===== src/rtl/hack_pkg.sv =====
// rtl/hack_pkg.sv - shared geometry for the eight-word register file
package hack_pkg;

  localparam int DEPTH      = 8;
  localparam int ADDR_WIDTH = 3;
  localparam int WORD_WIDTH = 16;

  // One-hot word select; a clear enable yields an all-zero vector.
  function automatic logic [DEPTH-1:0] word_select(input logic en,
                                                   input logic [ADDR_WIDTH-1:0] addr);
    logic [DEPTH-1:0] sel;
    sel       = '0;
    sel[addr] = en;
    return sel;
  endfunction

endpackage


===== src/rtl/dmux8way.sv =====
// rtl/dmux8way.sv - routes one input bit to exactly one of eight outputs
module dmux8way
  import hack_pkg::*;
(
  input  logic                  in,
  input  logic [ADDR_WIDTH-1:0] sel,
  output logic [DEPTH-1:0]      out
);

  always_comb begin
    out = word_select(in, sel);
  end

endmodule


===== src/rtl/mux8way.sv =====
// rtl/mux8way.sv - eight-way WIDTH-bit read multiplexer
module mux8way
  import hack_pkg::*;
#(
  parameter int WIDTH = WORD_WIDTH
) (
  input  logic [DEPTH-1:0][WIDTH-1:0] d,
  input  logic [ADDR_WIDTH-1:0]       sel,
  output logic [WIDTH-1:0]            out
);

  always_comb begin
    out = d[sel];
  end

endmodule


===== src/rtl/register_w.sv =====
// rtl/register_w.sv - WIDTH-bit load-enabled register with synchronous active-low clear
module register_w #(
  parameter int WIDTH = 16
) (
  input  logic             clk,
  input  logic             rst_n,
  input  logic [WIDTH-1:0] in,
  input  logic             load,
  output logic [WIDTH-1:0] out
);

  always_ff @(posedge clk) begin
    if (!rst_n) begin
      out <= '0;
    end else if (load) begin
      out <= in;
    end
  end

endmodule


===== src/rtl/ram8.sv =====
// rtl/ram8.sv - eight-word RAM with per-word written flags; RAM8_BYPASS_EN adds write-through forwarding
module ram8
  import hack_pkg::*;
#(
  parameter int WIDTH = WORD_WIDTH
) (
  input  logic                  clk,
  input  logic                  rst_n,
  input  logic [WIDTH-1:0]      in,
  input  logic                  load,
  input  logic [ADDR_WIDTH-1:0] address,
  output logic [WIDTH-1:0]      out,
  output logic [DEPTH-1:0]      valid
);

  logic [DEPTH-1:0]            word_load;
  logic [DEPTH-1:0][WIDTH-1:0] words;
  logic [WIDTH-1:0]            rd_data;

  dmux8way u_decode (
    .in  (load),
    .sel (address),
    .out (word_load)
  );

  for (genvar i = 0; i < DEPTH; i++) begin : g_word
    register_w #(.WIDTH(WIDTH)) u_reg (
      .clk   (clk),
      .rst_n (rst_n),
      .in    (in),
      .load  (word_load[i]),
      .out   (words[i])
    );
  end

  // Flags accumulate until reset; a discarded write during reset never sets one.
  always_ff @(posedge clk) begin
    if (!rst_n) begin
      valid <= '0;
    end else begin
      valid <= valid | word_load;
    end
  end

  mux8way #(.WIDTH(WIDTH)) u_read (
    .d   (words),
    .sel (address),
    .out (rd_data)
  );

`ifdef RAM8_BYPASS_EN
  assign out = (load && rst_n) ? in : rd_data;
`else
  assign out = rd_data;
`endif

endmodule

===== config.mk =====
export PLATFORM = sky130hd
export DESIGN_NAME = ram8
export DESIGN_NICKNAME = d
export VERILOG_FILES = /design/src/rtl/hack_pkg.sv /design/src/rtl/dmux8way.sv /design/src/rtl/mux8way.sv /design/src/rtl/register_w.sv /design/src/rtl/ram8.sv
export SDC_FILE = /design/constraint.sdc
export NUM_CORES = 1
export LEC_CHECK = 0
export CAP_MARGIN = 30
export CORE_MARGIN = 3
export CORE_UTILIZATION = 45
export CTS_CLUSTER_DIAMETER = 200
export DETAILED_ROUTE_END_ITERATION = 8
export GPL_TIMING_DRIVEN = 0
export MAX_ROUTING_LAYER = met4
export PLACE_DENSITY_LB_ADDON = 0.2
export SKIP_LAST_GASP = 1
export SYNTH_ARGS = -nofsm -noshare
export SYNTH_HDL_FRONTEND = slang
export SYNTH_HIERARCHICAL = 1
export SYNTH_SLANG_ARGS = --single-unit

===== constraint.sdc =====
create_clock -name clk -period 2.4 [get_ports clk]
set_input_delay 0.36 -clock clk [delete_from_list [all_inputs] [get_ports clk]]
set_output_delay 0.36 -clock clk [all_outputs]
set_load 0.01 [all_outputs]

# == Yosys cells after proc, flatten, opt, wreduce, memory -nomap -nowiden ==
# Cells that the tools add are included.
# word_totals
regBits,136
in_bits,22
output_inout_bits,24
wordCells,18
# classes
magnitude_cmp,2
muxes,4
bitwise,2
n_reduce_logical,1
# ops
operator,count
$bmux 16 s3,1
$mux 16,1
$and 8x8->8,1
$or 8x8->8,1
$lt 3x4->1 const B,1
$demux 1 s3,1
$ge 3x1->1 const B,1
$logic_and 1x1->1,1
$mux 1,1

# == Longest topological paths before layout ==
# logic_depth
word_depth,6
ltp_mapped,5

# == Modules after synthesis ==
# Netlist, hierarchy kept.
# by_module_without_submodules
mod,n_inst,cells_each,area_per_inst_um2
register_w,8,51,615.6
mux8way,1,57,1071.0
ram8,1,17,231.5
dmux8way,1,8,96.3

# == Worst setup path before layout ==
# Ideal clock, no wire load.
# synth_timing
kind,input -> output
from,input address[0]
to,output out[1]
t_arrival_ns,1.432
required_ns,2.040
path_slack_ns,0.608
path_stages,4
path_buffers,2
path_cell_list,buf_6 > buf_6 > mux4_1 > mux2_2
# synth_via
elab_chain_cells,2
# synth_rtl
element,line,rtl
start: declaration,ram8.sv:11,"input logic [ADDR_WIDTH-1:0] address,"
$bmux 16 s3,mux8way.sv:13,out = d[sel];
$mux 16 (implied by the code),mux8way.sv:13,
end: declaration,ram8.sv:12,"output logic [WIDTH-1:0] out,"
# Every way passes these cells. The select of a mux whose other input is x is not followed.

# == Worst setup path after layout ==
# layout_timing
from,input address[0]
to,output out[4]
# The elaborated chain is that of the path after synthesis.

==> summary.txt <==
Critical path type: in2out
PortBufs: 45
Number of synthesized register bits: 136
Period utilization: 98.8%
Area of the multi-input gates: 3210 sq um
Cts hold-fix bufs: 0
Pint: 4.35 mW
Clock Sinks: 136
RSZ-0062 raised after global routing: true
Setup WS post-layout: 0.0298 ns
Pre-CTS setup slack: -0.919 ns
Post-synth cell types: 16
Final setup skew: 0 ns
Vias per cell: 5.17
Kind of end point of the critical path: output port
First drt pass iteration count: 4
Register area share after synthesis: 43.1%
Number of diodes: 0
Worst EP arrival: 2.01 ns
FF+latch area: 2720 sq um
Share of layout cells above drive strength 1: 17.1%
Total congestion overflow: 0
Final-report setup violation count: 0
Core box area: 13500 sq um
NumNets Final: 577
Max FO, Critical Path: 10
Routed Antenna Nets: 0
Switching Fraction: 21.0%
Vias in the first global route: 3943
Max-slew violation count: 0
Via count: 3835
Clock power frac: 49.8%
# DRC: 0
Total global-route track usage: 19.2%
Max_cap viols: 0
Die width: 125 microns
Initial DRC count: 237
Die area: 15500 sq um
Status: finished clean
Switching power: 1.16 mW
Clock-pin slew on the worst setup and hold paths: 0.05 ns
Io pins: 46
Final Hold Fails: 0
Fmax: 422 MHz
First-pass GRT wire length: 22400 microns
Longest Clk Path Bufs: 2
Fill cells: 1137
Pwr Density: 723 nW/um^2
Syn nets: 512
Total CTS buffers: 17
DRT Wirelength: 14000 microns
Avg WL per Cell: 18.8 microns
Clk_lat worst skew: 0.41 ns
Static Leakage: 2.71 nW
H-tree depth: 4
Detailed-placement wirelength estimate: 9070 microns
Worst-margin pin slew: 0.835 ns
WHS: 0.406 ns
Rows: 42
Initial Util: 46.8%
Root Buffer: clkbuf_16
Layout area overhead: 20.6%
Max rail drop VDD: 0.000481 V
Cells after DPL: 711
Largest net degree at the start of global routing: 58
Max_slew headroom: 44.3%
Initial antenna violation count: 0
Reg power frac: 42.4%
Mean area per synthesized cell: 12.9 sq um
Data required time of the worst path: 2.04 ns
Overall power: 5.51 mW
Synth Cell Area: 6320 sq um
Ys Warns: 6
Finished Layout Cells: 742
Die Ht: 125 microns
Gate count of the mapped netlist: 490
CP startpoint kind: primary input
CTS tree: done
Fin crit period: 2.37 ns
Gate power share: 7.8%
Gpl congestion: 0.760
Hold Path Class: in2reg
-- placed cells by master (no fill, tap or decap), drive strengths merged, types with 2 or more instances in the layout --
cell type / count
nor2b: 128
mux2i: 128
clkdlybuf4s50: 25
mux2: 16
dfxtp: 136
and4bb: 3
clkinv: 2
o21a: 8
and4b: 3
mux4: 32
buf: 25
clkbuf: 36
bufinv: 3
dlygate4sd2: 17
-- critical path: stages --
cell and delay [ns]:
clkbuf_4 0.16, buf_6 0.15, buf_12 0.15, mux4_1 0.58
mux2_2 0.31, dlygate4sd2_1 0.29
-- cell usage after synthesis --
| cell | n | share of area (%) |
|---|---|---|
| dfxtp_1 | 136 | 43 |
| mux2i_1 | 128 | 20 |
| nor2b_1 | 128 | 13 |
| mux4_1 | 28 | 12 |
| mux2_2 | 16 | 2.8 |
| buf_6 | 13 | 2.3 |
| clkbuf_1 | 10 | 0.59 |
| buf_12 | 8 | 2.5 |
| o21a_1 | 8 | 0.95 |
| mux4_2 | 4 | 1.4 |
| and4b_2 | 3 | 0.53 |
| and4bb_2 | 3 | 0.59 |
| buf_1 | 2 | 0.12 |
| and4_2 | 1 | 0.16 |
| clkbuf_2 | 1 | 0.079 |
| nor4b_2 | 1 | 0.24 |
-- registers in the layout (all words and copies together), names as in the netlist --
name / cells
g_word.u_reg/out: 128
valid: 8
-- logic make-up (layout without fill, tap and decap cells) --
group	Yosys count	in the layout	synth area share (%)
buffers and inverters	34	110	5.64
multiplexers	176	176	36.2
AO/OA/AOI/OAI	8	8	0.950
flip-flops	136	136	43.1
AND/OR/NAND/NOR	136	136	14.2
-- metrics by stage --
stage	utilization [%]	area, sq um	setup TNS [ns]
floorplan	-	6320	0
global placement	51.8	6990	-27.51
detailed placement	51.8	6990	-14.07
CTS	56.5	7630	-0.0132
global route	56.4	7620	-0.00171
finish	56.4	7620	0
-- path summary, 6_finish.rpt --
kind	startpoint	to	slack, ns	cells past startpoint
hold / removal	address[0]	valid[0]$_SDFF_PN0_	0.41	3
setup / recovery	address[0]	out[4]	0.03	6
setup reg to reg	g_word[3].u_reg/out[6]$_SDFFE_PN0P_	g_word[3].u_reg/out[6]$_SDFFE_PN0P_	1.73	2
hold reg to reg	valid[6]$_SDFF_PN0_	valid[6]$_SDFF_PN0_	0.45	1
-- power groups by stage --
stage          logic (mW)  clock network (mW)  registers [mW]
2_1_floorplan       0.257                   0            2.38
3_3_place_gp        0.421                   0            2.38
3_5_place_dp        0.428                   0            2.38
4_1_cts             0.434                2.79            2.33
5_1_grt             0.463                2.91            2.34
6_report            0.432                2.74            2.33
-- metal layers --
| layer | global-route usage [%] | part of all wire [%] | vias to the layer above |
|---|---|---|---|
| met1 | 24.9 | 49 | 1876 |
| li1 | - | - | 1883 |
| met3 | 4.37 | 2.5 | 19 |
| met2 | 29.5 | 48 | 57 |
| met5 | - | 0 | - |
| met4 | 7.03 | 1.5 | 0 |
-- cell type report --
class | count | area share [%]
Multi-Input combinational cell | 320 | 42.1
Buffer | 34 | 5.33
Clock inverter | 6 | 1.46
Clock buffer | 24 | 6.84
Sequential cell | 136 | 35.7
Tap cell | 176 | 2.89
Timing Repair Buffer | 46 | 5.65
-- repair_timing --
action	CTS	global route
resized for setup	48	3
setup endpoints to repair	16	6
buffers inserted	1	0
(Power assumes the default switching activity.)
